[src/rtl/tc_decode.sv]
// Bit-serial two's-complement to sign-magnitude decoder.
// Negates LSB-first with copy-until-first-one, one bit per clock, valid/ready on both sides.
module tc_decode #(
  parameter int unsigned WIDTH = 8
) (
  input  logic             clk,
  input  logic             rst,
  input  logic             in_valid,
  output logic             in_ready,
  input  logic [WIDTH-1:0] in_data,
  output logic             out_valid,
  input  logic             out_ready,
  output logic             out_sign,
  output logic [WIDTH-1:0] out_mag,
  output logic             out_minneg
);

  localparam int unsigned      CntW    = (WIDTH > 1) ? $clog2(WIDTH) : 1;
  localparam logic [CntW-1:0]  CntLast = CntW'(WIDTH - 1);
  localparam logic [WIDTH-1:0] MinNeg  = {1'b1, {(WIDTH-1){1'b0}}};

  typedef enum logic [1:0] {StIdle, StShift, StDone} state_e;

  state_e           state_q, state_d;
  logic [WIDTH-1:0] work_q, work_d;
  logic [WIDTH-1:0] res_q, res_d;
  logic [WIDTH-1:0] mag_q, mag_d;
  logic [CntW-1:0]  cnt_q, cnt_d;
  logic             sign_q, sign_d;
  logic             seen_q, seen_d;
  logic             osign_q, osign_d;
  logic             minneg_q, minneg_d;
  logic             res_bit;
  logic             last;
  logic [WIDTH-1:0] res_shift;

  // Bits above the first one are inverted only for negative words.
  assign res_bit   = work_q[0] ^ (sign_q & seen_q);
  assign res_shift = {res_bit, res_q[WIDTH-1:1]};
  assign last      = (cnt_q == CntLast);

  always_ff @(posedge clk or posedge rst) begin
    if (rst) begin
      state_q  <= StIdle;
      work_q   <= '0;
      res_q    <= '0;
      mag_q    <= '0;
      cnt_q    <= '0;
      sign_q   <= 1'b0;
      seen_q   <= 1'b0;
      osign_q  <= 1'b0;
      minneg_q <= 1'b0;
    end else begin
      state_q  <= state_d;
      work_q   <= work_d;
      res_q    <= res_d;
      mag_q    <= mag_d;
      cnt_q    <= cnt_d;
      sign_q   <= sign_d;
      seen_q   <= seen_d;
      osign_q  <= osign_d;
      minneg_q <= minneg_d;
    end
  end

  always_comb begin
    state_d = state_q;
    unique case (state_q)
      StIdle:  if (in_valid) state_d = StShift;
      StShift: if (last) state_d = StDone;
      StDone:  if (out_ready) state_d = StIdle;
      default: state_d = StIdle;
    endcase
  end

  always_comb begin
    work_d   = work_q;
    res_d    = res_q;
    mag_d    = mag_q;
    cnt_d    = cnt_q;
    sign_d   = sign_q;
    seen_d   = seen_q;
    osign_d  = osign_q;
    minneg_d = minneg_q;
    unique case (state_q)
      StIdle: begin
        if (in_valid) begin
          work_d = in_data;
          sign_d = in_data[WIDTH-1];
          seen_d = 1'b0;
          cnt_d  = '0;
        end
      end
      StShift: begin
        work_d = work_q >> 1;
        res_d  = res_shift;
        seen_d = seen_q | work_q[0];
        cnt_d  = cnt_q + CntW'(1);
        if (last) begin
          mag_d    = res_shift;
          osign_d  = sign_q;
          minneg_d = sign_q & (res_shift == MinNeg);
        end
      end
      default: ;
    endcase
  end

  always_comb begin
    in_ready   = (state_q == StIdle);
    out_valid  = (state_q == StDone);
    out_sign   = osign_q;
    out_mag    = mag_q;
    out_minneg = minneg_q;
  end

endmodule

[config.mk]
export PLATFORM = sky130hd
export DESIGN_NAME = tc_decode
export DESIGN_NICKNAME = d
export VERILOG_FILES = /design/src/rtl/tc_decode.sv
export SDC_FILE = /design/constraint.sdc
export NUM_CORES = 1
export LEC_CHECK = 0
export ABC_CLOCK_PERIOD_IN_PS = 2300
export CORE_MARGIN = 10
export CORE_UTILIZATION = 55
export DETAILED_ROUTE_END_ITERATION = 7
export PLACE_DENSITY = 0.93
export SKIP_LAST_GASP = 1
export SLEW_MARGIN = 15
export SYNTH_ARGS = -nofsm -noshare
export SYNTH_HDL_FRONTEND = slang
export SYNTH_SLANG_ARGS = --single-unit
[constraint.sdc]
create_clock -name clk -period 2.3 [get_ports clk]
set_input_delay 0.575 -clock clk [delete_from_list [all_inputs] [get_ports clk]]
set_output_delay 0.575 -clock clk [all_outputs]
set_load 0.02 [all_outputs]
# == Yosys cells after proc, flatten, opt, wreduce, memory -nomap -nowiden ==
# Index checks and enable logic that the tools add are counted.
# totals
input_bits,12
out_inout_bits,12
register_bits,33
wordCells,37
# op_classes
eq_ne,7
n_addsub,1
reduce_logical,6
bitwise_logic,4
mux,10
# ops
op,n
8-bit case mux with 2 select lines,1
"8-bit equality test, second input constant",1
8-bit 2-to-1 mux,1
2-bit 2-to-1 mux,3
2-bit case mux with 3 select lines,1
3-bit case mux with 2 select lines,1
2-bit AND reduction,3
"2-bit inequality test, second input constant",2
"3-bit by 1-bit adder with 3-bit output, second input constant",1
"3-bit equality test, second input constant",1
3-bit 2-to-1 mux,1
3-bit AND reduction,1
1-bit bitwise AND,2
"2-bit by 1-bit equality test with 1-bit output, second input constant",1
"2-bit equality test, second input constant",1
2-bit zero test,1
"2-bit by 1-bit inequality test with 1-bit output, second input constant",1
1-bit case mux with 2 select lines,1
2-bit nonzero test,1
1-bit 2-to-1 mux,1
1-bit OR,1
1-bit XOR,1

# == Logic depth before layout (Yosys ltp) ==
# Gate-level depths: netlist (run 1).
# logic_depth
word_depth,4
ltp_mapped,6
mapped_depth_nobuf,5

# == Least setup slack after synthesis (run 1) ==
# No wires, ideal clock.
# synth_path
path_kind,flip-flop to output port
from,register state_q[0]
to,output port in_ready
required_time_ps,1725
t_arrival_ps,1017
n_path_buf,2
path_stages_with_launch,4
setup_slack_ps,708
path_cell_list,dfrtp_1 > buf_4 > buf_4 > nor2_1
# synth_via
elab_chain_len,1
# synth_lines
item,line,source
from (decl),24,"state_e state_q, state_d;"
from (signal assigned),44,state_q <= StIdle;
from (signal assigned),54,state_q <= state_d;
2-bit zero test,110,in_ready = (state_q == StIdle);
to (decl),9,"output logic in_ready,"
# No other way between the ends.

# == Worst setup path in the final report (run 1) ==
# Ends and elaborated chain as after synthesis.

==> qor.yml, run 1 <==
run_status:
  status: "completed"
worst_setup_path:
  rrSetupSlack_ps: 720
  rr_endpoint: "res_q[6]"
  crit_chain: "nor2_1 -> clkdlybuf4s50_1"
  crit_required_ps: 1730
  cp.depth: 2
  crit_path_end: "in_ready"
  end_kind: "output pin"
  slowest_stage: "clkdlybuf4s50_1"
  critPathMaxStageDelay_ps: 630
  r2r_cells: 2
  worst-path-buf-inv: 1
  worstSetupStartpointType: "flop"
  crit_type: "reg -> out"
  crit_start: "state_q[0]"
  cp_top_family: "buffers and inverters"
  r2r-start: "state_q[0]"
  arrival_ps: 1620
  critPathMaxFanout: 12
sta:
  hold_viol: 0
  slew_headroom: 0.518
  finalCritPeriodShare: 0.955
  rsz0062_at_grt: "false"
  setup_viol: 0
  period_needed_ps: 2200
  slew_viol_final: 0
  worstMarginPinSlew_ps: 722
  max_freq_mhz: 455
  tns_ps: 0
  finClkSkew_ps: 7.85
synthesis:
  synth-edff-count: 0
  syn_nets: 128
  ys.flop_type: "dfrtp_1"
  ys_seq_elements: 32
  yosysSeqAreaShare: 0.565
  syn_inst: 114
  ys.warnings.count: 0
  synthesis.area_um2: 1420
  ys_async_sr_fraction: 1.00
  syn_area_per_cell_um2: 12.4
  synth_cell_type_count: 23
routing:
  maxUsedRoutingLayer: "met4"
  drt_iter0_drc: 73
  dr.pass1.iters: 4
  wl_per_cell_um: 15.4
  routed-wl-met2_mm: 1.28
  wl_mm: 2.65
  ant_nets: 0
  viasPerCell: 5.50
  drc: 0
  wl_met3_um: 194
  drt-met1-wl_mm: 1.12
  vias: 946
clocking:
  cts_setup_buffers: 0
  postCtsResizedCells: 0
  cts_max_level: 2
  clk_latency_ps: 330
  cts_buffers: 5
  cts_buffer_depth: 2
  clkTransAtPathRegs_ps: 100
  clock-root-buffer: "clkbuf_4"
  postCtsHoldBufs: 0
  cts_tree: "done"
  cts_sinks: 32
floorplan:
  io_pins: 24
  die-area_um2: 5000
  start_util: 0.572
  die_w_um: 70.7
  rows: 18
  die_h_um: 70.7
  core_area_um2: 2480
layout:
  syn_to_final_growth_pct: 22.8
  mostFrequentLayoutCells: "dfrtp_1 (32), clkdlybuf4s50_1 (23), mux2_2 (11), nand2_1 (11), a21oi_1 (11)"
  final_nets: 155
  fin_util: 0.702
  final_common_cell: "dfrtp_1"
  num_antenna_cells: 0
  final_cell_area_um2: 1740
  layout-drive-gt1-share: 0.204
grt:
  grt_overflow: 0
  grt_pass1_vias: 1045
  grt_max_degree: 33
  grt_pass1_wl_mm: 4.61
  grt_use_total: 0.111
  antenna_found_initial: 0
placement:
  gp_congestion: 0.830
  dpl_cell_area_um2: 1660
  hpwl_mm: 2.05
  placement.io_buffers: 23
power:
  cellLeakagePower_nw: 0.810
  power_density_nw_per_um2: 1350
  vdd_drop_max_mv: 0.736
run:
  max-cap-violations: 0
min_path:
  hp-class: "reg -> reg"
  whs_path_depth: 2
-- cell families (layout without fill, tap and decap cells) --
| family | after synthesis | in the layout | synth area share |
|---|---|---|---|
| DFF | 32 | 32 | 0.565 |
| adders and majority gates | 2 | 2 | 0.0177 |
| xor gates and xnor gates | 1 | 1 | 0.00618 |
| AOI/OAI and AO/OA | 25 | 25 | 0.102 |
| buffers and inverters | 8 | 36 | 0.0389 |
| muxes | 16 | 16 | 0.140 |
| and+or+nand+nor | 30 | 30 | 0.130 |
-- power breakdown --
group | switching, mW | internal [mW]
Combinational | 0.417 | 0.504
Clock | 0.194 | 0.227
Sequential | 0.192 | 0.812
-- synthesized netlist by cell type, drive strengths merged (2+ instances only) --
library cell	instances	area (um2)
dfrtp	32	801
mux2	16	199
a21oi	11	55.1
nand2	11	41.3
o21ai	8	40.0
and3b	7	61.3
buf	6	47.5
nor2	5	18.8
a22o	3	26.3
nand2b	3	18.8
ha	2	25.0
inv	2	7.51
o31ai	2	15.0
-- area by class of cell --
class | count | area, um2
multi-input combinational | 74 | 561
inverter | 2 | 7.51
sequential | 32 | 801
clock inverter | 3 | 42.5
timing repair buffer | 26 | 253
fill | 189 | 738
clock buffer | 5 | 37.5
tap | 30 | 37.5
-- tightest hold or removal path, stage by stage, from the launching register on --
cell and delay, ps:
dfrtp_1 360, nand2_1 50, o21ai_0 60
-- through the flow --
stage | power [mW] | worst slack, ps | hold slack [ps] | std cells
floorplan | 1.64 | 708 | 450 | 114
global placement | 1.88 | 284 | 460 | 164
detailed placement | 1.95 | 210 | 471 | 164
CTS | 2.37 | 92.5 | 493 | 172
global route | 2.51 | 21.9 | 504 | 172
finish | 2.35 | 103 | 492 | 172
-- registers in the layout, indices dropped and copies added, names as in the netlist --
name,count
out_mag,8
work_q,8
res_q,7
cnt_q,3
state_q,2
out_minneg,1
out_sign,1
seen_q,1
sign_q,1
-- routing by layer --
layer,vias up,global-route usage
li1,451,-
met1,454,0.117
met2,33,0.190
met3,8,0.0446
met4,0,0.0495
met5,-,0
-- worst min-delay path by stage --
stage                     from    endpoint  slack (ps)
detailed placement   work_q[2]   work_q[2]         470
global placement    out_mag[7]  out_mag[7]         460
finish               work_q[2]   work_q[2]         490
global route         work_q[2]   work_q[2]         500
floorplan            work_q[1]   work_q[1]         450
CTS                  work_q[2]   work_q[2]         490
No activity file was read; power rests on OpenSTA's default activity.
==> inputs of run 2 (changes only) <==
--- a/config.mk
+++ b/config.mk
@@ -6,12 +6,14 @@
 export NUM_CORES = 1
 export LEC_CHECK = 0
 export ABC_CLOCK_PERIOD_IN_PS = 2300
+export CAP_MARGIN = 20
+export CORE_ASPECT_RATIO = 0.7
 export CORE_MARGIN = 10
 export CORE_UTILIZATION = 55
 export DETAILED_ROUTE_END_ITERATION = 7
 export PLACE_DENSITY = 0.93
 export SKIP_LAST_GASP = 1
-export SLEW_MARGIN = 15
+export SLEW_MARGIN = 20
 export SYNTH_ARGS = -nofsm -noshare
 export SYNTH_HDL_FRONTEND = slang
 export SYNTH_SLANG_ARGS = --single-unit
==> run 2 against run 1 <==
Utilization grew 1.4 points. Final area grew 1.2%. Critical path type unchanged. Non-clock buffer count is the same. Sequential power is essentially flat. Hold slack lost 6.8 ps.
==> qor.yml, run 2 (synthesis results as in run 1) <==
routing:
  wl_mm: 2.93  # was 2.65 mm
  vias: 970  # was 946
  viasPerCell: 5.54  # was 5.50
  dr.pass1.iters: 5  # was 4
  wl_per_cell_um: 16.7  # was 15.4 um
  drt_iter0_drc: 92  # was 73
  drc: 0  # unchanged
  ant_nets: 0  # unchanged
worst_setup_path:
  critPathMaxFanout: 13  # was 12
  slowest_stage: "clkdlybuf4s50_1"  # unchanged
  worst-path-buf-inv: 1  # unchanged
  r2r_cells: 3  # was 2
  rrSetupSlack_ps: 540  # was 720 ps
  critPathMaxStageDelay_ps: 630  # about the same
  end_kind: "output pin"  # unchanged
  crit_type: "reg -> out"  # unchanged
  crit_chain: "nor2_1 -> clkdlybuf4s50_1"  # unchanged
  worstSetupStartpointType: "flop"  # unchanged
  r2r-start: "state_q[0]"  # unchanged
  crit_required_ps: 1730  # about the same
  arrival_ps: 1580  # was 1620 ps
  cp_top_family: "buffers and inverters"  # unchanged
  rr_endpoint: "res_q[4]"  # was res_q[6]
layout:
  seq_area_um2: 801  # unchanged
  final_cell_area_um2: 1760  # was 1740 um2
  num_antenna_cells: 0  # unchanged
  final_cell_count_no_fill: 175  # was 172
  syn_to_final_growth_pct: 24.3  # was 22.8%
  fin_util: 0.716  # was 0.702
  final_nets: 155  # unchanged
  multiInputGateArea_um2: 561  # unchanged
  final_common_cell: "dfrtp_1"  # unchanged
  mostFrequentLayoutCells: "dfrtp_1 (32), clkdlybuf4s50_1 (23), mux2_2 (11), nand2_1 (11), a21oi_1 (11)"  # unchanged
  layout-drive-gt1-share: 0.199  # was 0.204
  fill_cells: 162  # was 189
floorplan:
  start_util: 0.576  # was 0.572
  io_pins: 24  # unchanged
  core_area_um2: 2460  # was 2480 um2
  die_h_um: 62.5  # was 70.7 um
  die_w_um: 80.7  # was 70.7 um
  rows: 15  # was 18
  die-area_um2: 5040  # was 5000 um2
clocking:
  cts_buffers: 5  # unchanged
  clock-root-buffer: "clkbuf_8"  # was clkbuf_4
  postCtsResizedCells: 0  # unchanged
  cts_buffer_depth: 2  # unchanged
  postCtsHoldBufs: 0  # unchanged
  cts_sinks: 32  # unchanged
  cts_setup_buffers: 0  # unchanged
  cts_tree: "done"  # unchanged
  clk_latency_ps: 280  # was 330 ps
  clkTransAtPathRegs_ps: 70  # was 100 ps
  cts_max_level: 2  # unchanged
placement:
  numPlacedInstances: 168  # was 164
  dpl_cell_area_um2: 1660  # about the same
  placement.io_buffers: 23  # unchanged
  hpwl_mm: 2.02  # was 2.05 mm
  gp_congestion: 0.742  # was 0.830
  dp_slack_ps: 189  # was 210 ps
grt:
  grt_pass1_vias: 959  # was 1,045
  grt_max_degree: 33  # unchanged
  antenna_found_initial: 0  # unchanged
  grt_overflow: 0  # unchanged
  grt_use_total: 0.125  # was 0.111
  grt_pass1_wl_mm: 4.93  # was 4.61 mm
sta:
  worstMarginPinSlew_ps: 748  # was 722 ps
  setup_ws_ps: 149  # was 103 ps
  holdWs_ps: 485  # was 492 ps
  slew_headroom: 0.500  # was 0.518
  period_needed_ps: 2150  # was 2200 ps
  hold_viol: 0  # unchanged
  finClkSkew_ps: 8.40  # was 7.85 ps
  setup_viol: 0  # unchanged
  tns_ps: 0  # unchanged
  max_freq_mhz: 465  # was 455 MHz
  slew_viol_final: 0  # unchanged
  rsz0062_at_grt: "false"  # unchanged
  finalCritPeriodShare: 0.935  # was 0.955
power:
  vdd_drop_max_mv: 0.766  # was 0.736 mV
  power_density_nw_per_um2: 1370  # was 1350 nW/um2
  p_total_mw: 2.41  # was 2.35 mW
  cellLeakagePower_nw: 0.819  # was 0.810 nW
min_path:
  whs_path_depth: 2  # unchanged
  hold_path_end: "out_mag[7]"  # was work_q[2]
  holdCritStartpoint: "out_mag[7]"  # was work_q[2]
  hp-class: "reg -> reg"  # unchanged
run:
  max-cap-violations: 0  # unchanged
run_status:
  status: "completed"  # unchanged
[run 2: cell types whose count changed in the layout (fill, tap and decap cells not counted), sizes merged]
cell / change
clkbuf: +2
bufinv: -1
clkinv: -1
clkinvlp: -1
[run 2: worst max-delay path by stage]
stage,end,slack (ps),cells after the start,start
final,in_ready,150,2,state_q[0]
after global routing,in_ready,80,2,state_q[0]
after CTS,in_ready,140,2,state_q[0]
after detailed placement,cnt_q[0],190,3,in_valid
after global placement,cnt_q[0],270,3,in_valid
after floorplan,in_ready,710,3,state_q[0]
[run 2: power by group]
group          switching (mW)  total [mW]  internal (mW)
Clock                   0.194       0.460          0.266
Sequential              0.204        1.02          0.815
Combinational           0.426       0.931          0.505
Total                   0.824        2.41           1.59
[run 2: layout make-up]
type,instances,share of cell area
timing repair buffer,26,0.144
sequential,32,0.455
clock buffer,7,0.0547
multi-input combinational,74,0.318
inverter,2,0.00426
tap,34,0.0242
[run 2: layer usage]
metal,GRT usage,wire [um],share of wire,up-vias
met5,0,0,0,-
met4,0.0323,25,0.0085,0
met3,0.0503,189,0.064,6
met2,0.207,1510,0.52,33
met1,0.146,1200,0.41,480
li1,-,-,-,451
[run 2: worst min-delay path, cell delays in order (launching register included)]
cell	delay, ps
dfrtp_1	340
nand2_1	50
o21ai_0	60
==> inputs of run 3 (changes only) <==
--- a/config.mk
+++ b/config.mk
@@ -5,6 +5,7 @@
 export SDC_FILE = /design/constraint.sdc
 export NUM_CORES = 1
 export LEC_CHECK = 0
+export ABC_AREA = 1
 export ABC_CLOCK_PERIOD_IN_PS = 2300
 export CAP_MARGIN = 20
 export CORE_ASPECT_RATIO = 0.7
==> run 3 against run 2 <==
Clock skew decreased by 5.2 ps. Fmax decreased by 0.58%. Global-route usage increased by 1.2 points. Synthesized cell count increased by 47%. Setup slack got worse by 13 ps. Utilization increased by 0.20 points. First-iteration DRC count decreased by 15%. Critical path depth increased by 1. Sequential cell count unchanged.
==> qor.yml, run 3 <==
synthesis:
  syn_area_per_cell_um2: 8.38  # was 12.4 um2
  synth_area_leaders: "dfrtp_1 (57%), nand2_1 (25%), o21ai_0 (2.1%), inv_1 (2.1%), nor2_1 (2.1%)"  # was dfrtp_1 (57%), mux2_2 (8.7%), mux2_4 (5.3%), and3b_1 (4.3%), a21oi_1 (3.9%)
  ys.warnings.count: 0  # unchanged
  syn_inst: 168  # was 114
  synthesis.area_um2: 1410  # was 1420 um2
  synth_top_area_share: 0.569  # was 0.565
  synth_cell_type_count: 19  # was 23
  yosys-top-cells-count: "nand2_1 (93), dfrtp_1 (32), inv_1 (8), nor2_1 (8), o21ai_0 (6)"  # was dfrtp_1 (32), a21oi_1 (11), mux2_2 (11), nand2_1 (11)
  ys.flop_type: "dfrtp_1"  # unchanged
  yosysSeqAreaShare: 0.569  # was 0.565
  ys_seq_elements: 32  # unchanged
  synth_area_leader_cell: "dfrtp_1"  # unchanged
  synth-edff-count: 0  # unchanged
  ys_async_sr_fraction: 1.00  # unchanged
  syn_nets: 182  # was 128
  synthMostInstantiatedCell: "nand2_1"  # was dfrtp_1
run_status:
  status: "completed"  # unchanged
floorplan:
  rows: 15  # unchanged
  core_area_um2: 2460  # unchanged
  start_util: 0.573  # was 0.576
  die_h_um: 62.3  # was 62.5 um
  die_w_um: 80.5  # was 80.7 um
  io_pins: 24  # unchanged
  die-area_um2: 5010  # was 5040 um2
placement:
  hpwl_mm: 2.17  # was 2.02 mm
  gp_congestion: 0.771  # was 0.742
  placement.io_buffers: 23  # unchanged
sta:
  finalCritPeriodShare: 0.941  # was 0.935
  tns_ps: 0  # unchanged
  setup_viol: 0  # unchanged
  rsz0062_at_grt: "false"  # unchanged
  hold_viol: 0  # unchanged
  slew_headroom: 0.727  # was 0.500
  period_needed_ps: 2160  # was 2150 ps
  finClkSkew_ps: 3.20  # was 8.40 ps
  max_freq_mhz: 462  # was 465 MHz
  worstMarginPinSlew_ps: 409  # was 748 ps
  slew_viol_final: 0  # unchanged
layout:
  final_common_cell: "nand2_1"  # was dfrtp_1
  layout-drive-gt1-share: 0.0914  # was 0.199
  fill_cells: 184  # was 162
  mostFrequentLayoutCells: "nand2_1 (93), dfrtp_1 (32), clkdlybuf4s50_1 (23), inv_1 (8), nor2_1 (8)"  # was dfrtp_1 (32), clkdlybuf4s50_1 (23), mux2_2 (11), nand2_1 (11), a21oi_1 (11)
  num_antenna_cells: 0  # unchanged
  syn_to_final_growth_pct: 25.4  # was 24.3%
  multiInputGateArea_um2: 532  # was 561 um2
  fin_util: 0.718  # was 0.716
  final_nets: 210  # was 155
  seq_area_um2: 801  # unchanged
worst_setup_path:
  arrival_ps: 1590  # was 1580 ps
  critPathMaxFanout: 4  # was 13
  crit_type: "reg -> out"  # unchanged
  end_kind: "output pin"  # unchanged
  worstSetupStartpointType: "flop"  # unchanged
  cp_top_family: "buffers and inverters"  # unchanged
  crit_required_ps: 1730  # about the same
  critPathMaxStageDelay_ps: 620  # was 630 ps
  crit_chain: "inv_1 -> nor2_1 -> clkdlybuf4s50_1"  # was nor2_1 -> clkdlybuf4s50_1
  slowest_stage: "clkdlybuf4s50_1"  # unchanged
  worst-path-buf-inv: 2  # was 1
clocking:
  clk_latency_ps: 280  # about the same
  postCtsResizedCells: 0  # unchanged
  cts_max_level: 2  # unchanged
  cts_sinks: 32  # unchanged
  cts_buffer_depth: 2  # unchanged
  clkTransAtPathRegs_ps: 60  # was 70 ps
  cts_setup_buffers: 0  # unchanged
  postCtsHoldBufs: 0  # unchanged
  cts_buffers: 5  # unchanged
  cts_tree: "done"  # unchanged
  clock-root-buffer: "clkbuf_8"  # unchanged
grt:
  grt_pass1_vias: 1190  # was 959
  grt_pass1_wl_mm: 5.46  # was 4.93 mm
  grt_overflow: 0  # unchanged
  antenna_found_initial: 0  # unchanged
  grt_use_total: 0.137  # was 0.125
  grt_max_degree: 33  # unchanged
power:
  p_total_mw: 2.55  # was 2.41 mW
  vdd_drop_max_mv: 0.752  # was 0.766 mV
  cellLeakagePower_nw: 0.932  # was 0.819 nW
  power_density_nw_per_um2: 1440  # was 1370 nW/um2
routing:
  dr.pass1.iters: 4  # was 5
  wl_mm: 3.16  # was 2.93 mm
  wl_per_cell_um: 13.7  # was 16.7 um
  wl_met3_um: 123  # was 189 um
  drc: 0  # unchanged
  drt-met1-wl_mm: 1.27  # was 1.20 mm
  drt_iter0_drc: 78  # was 92
  maxUsedRoutingLayer: "met4"  # unchanged
  vias: 1155  # was 970
  ant_nets: 0  # unchanged
  viasPerCell: 5.00  # was 5.54
  routed-wl-met2_mm: 1.65  # was 1.51 mm
run:
  max-cap-violations: 0  # unchanged
min_path:
  hp-class: "reg -> reg"  # unchanged
[run 3: power by group]
group          total, mW  switching (mW)  internal (mW)
Combinational       1.05           0.647          0.398
Sequential         0.980           0.176          0.804
Clock              0.523           0.202          0.321
[run 3: cells by family after synthesis]
family	after synthesis	share of synthesized area
AO/OA/AOI/OAI	12	0.0551
flip-flops	32	0.569
adder cells (fa/ha/maj)	2	0.0178
AND/OR/NAND/NOR	108	0.305
buffers and inverters	14	0.0533
[run 3: path summary, 6_finish.rpt]
check / cells past startpoint / slack (ps) / end / from
min in group asynchronous: 3 / 670 / cnt_q[1] / rst
max in group asynchronous: 3 / 1340 / out_minneg / rst
hold reg to reg: 2 / 470 / out_mag[2] / out_mag[2]
setup / recovery: 3 / 140 / out_valid / state_q[1]
setup reg to reg: 6 / 730 / work_q[1] / state_q[1]
hold / removal: 2 / 470 / out_mag[2] / out_mag[2]
[run 3: worst min-delay path, cell delays in order (launching register included)]
cell and delay, ps:
dfrtp_1 340, nand2_1 50, nand2_1 50
[run 3: per-layer routing]
layer,GRT usage,vias to the layer above
met3,0.0359,11
met5,0,-
met1,0.155,549
met4,0.0833,0
li1,-,569
met2,0.223,26
[run 3: final cells by class]
cell class | instances | share of cell area
Multi-Input combinational cell | 122 | 0.301
Timing Repair Buffer | 25 | 0.139
Sequential cell | 32 | 0.454
Clock buffer | 6 | 0.0411
Clock inverter | 2 | 0.0198
Inverter | 10 | 0.0213
Tap cell | 34 | 0.0241
[run 3: stage by stage]
| stage | instances | hold WS [ps] | setup WS [ps] | area (um2) |
|---|---|---|---|---|
| 2_1_floorplan | 168 | 442 | 917 | 1410 |
| 6_report | 231 | 474 | 136 | 1770 |
| 3_3_place_gp | 223 | 457 | 448 | 1660 |
| 5_1_grt | 231 | 509 | 93.7 | 1770 |
| 4_1_cts | 231 | 481 | 120 | 1770 |
| 3_5_place_dp | 223 | 464 | 427 | 1660 |
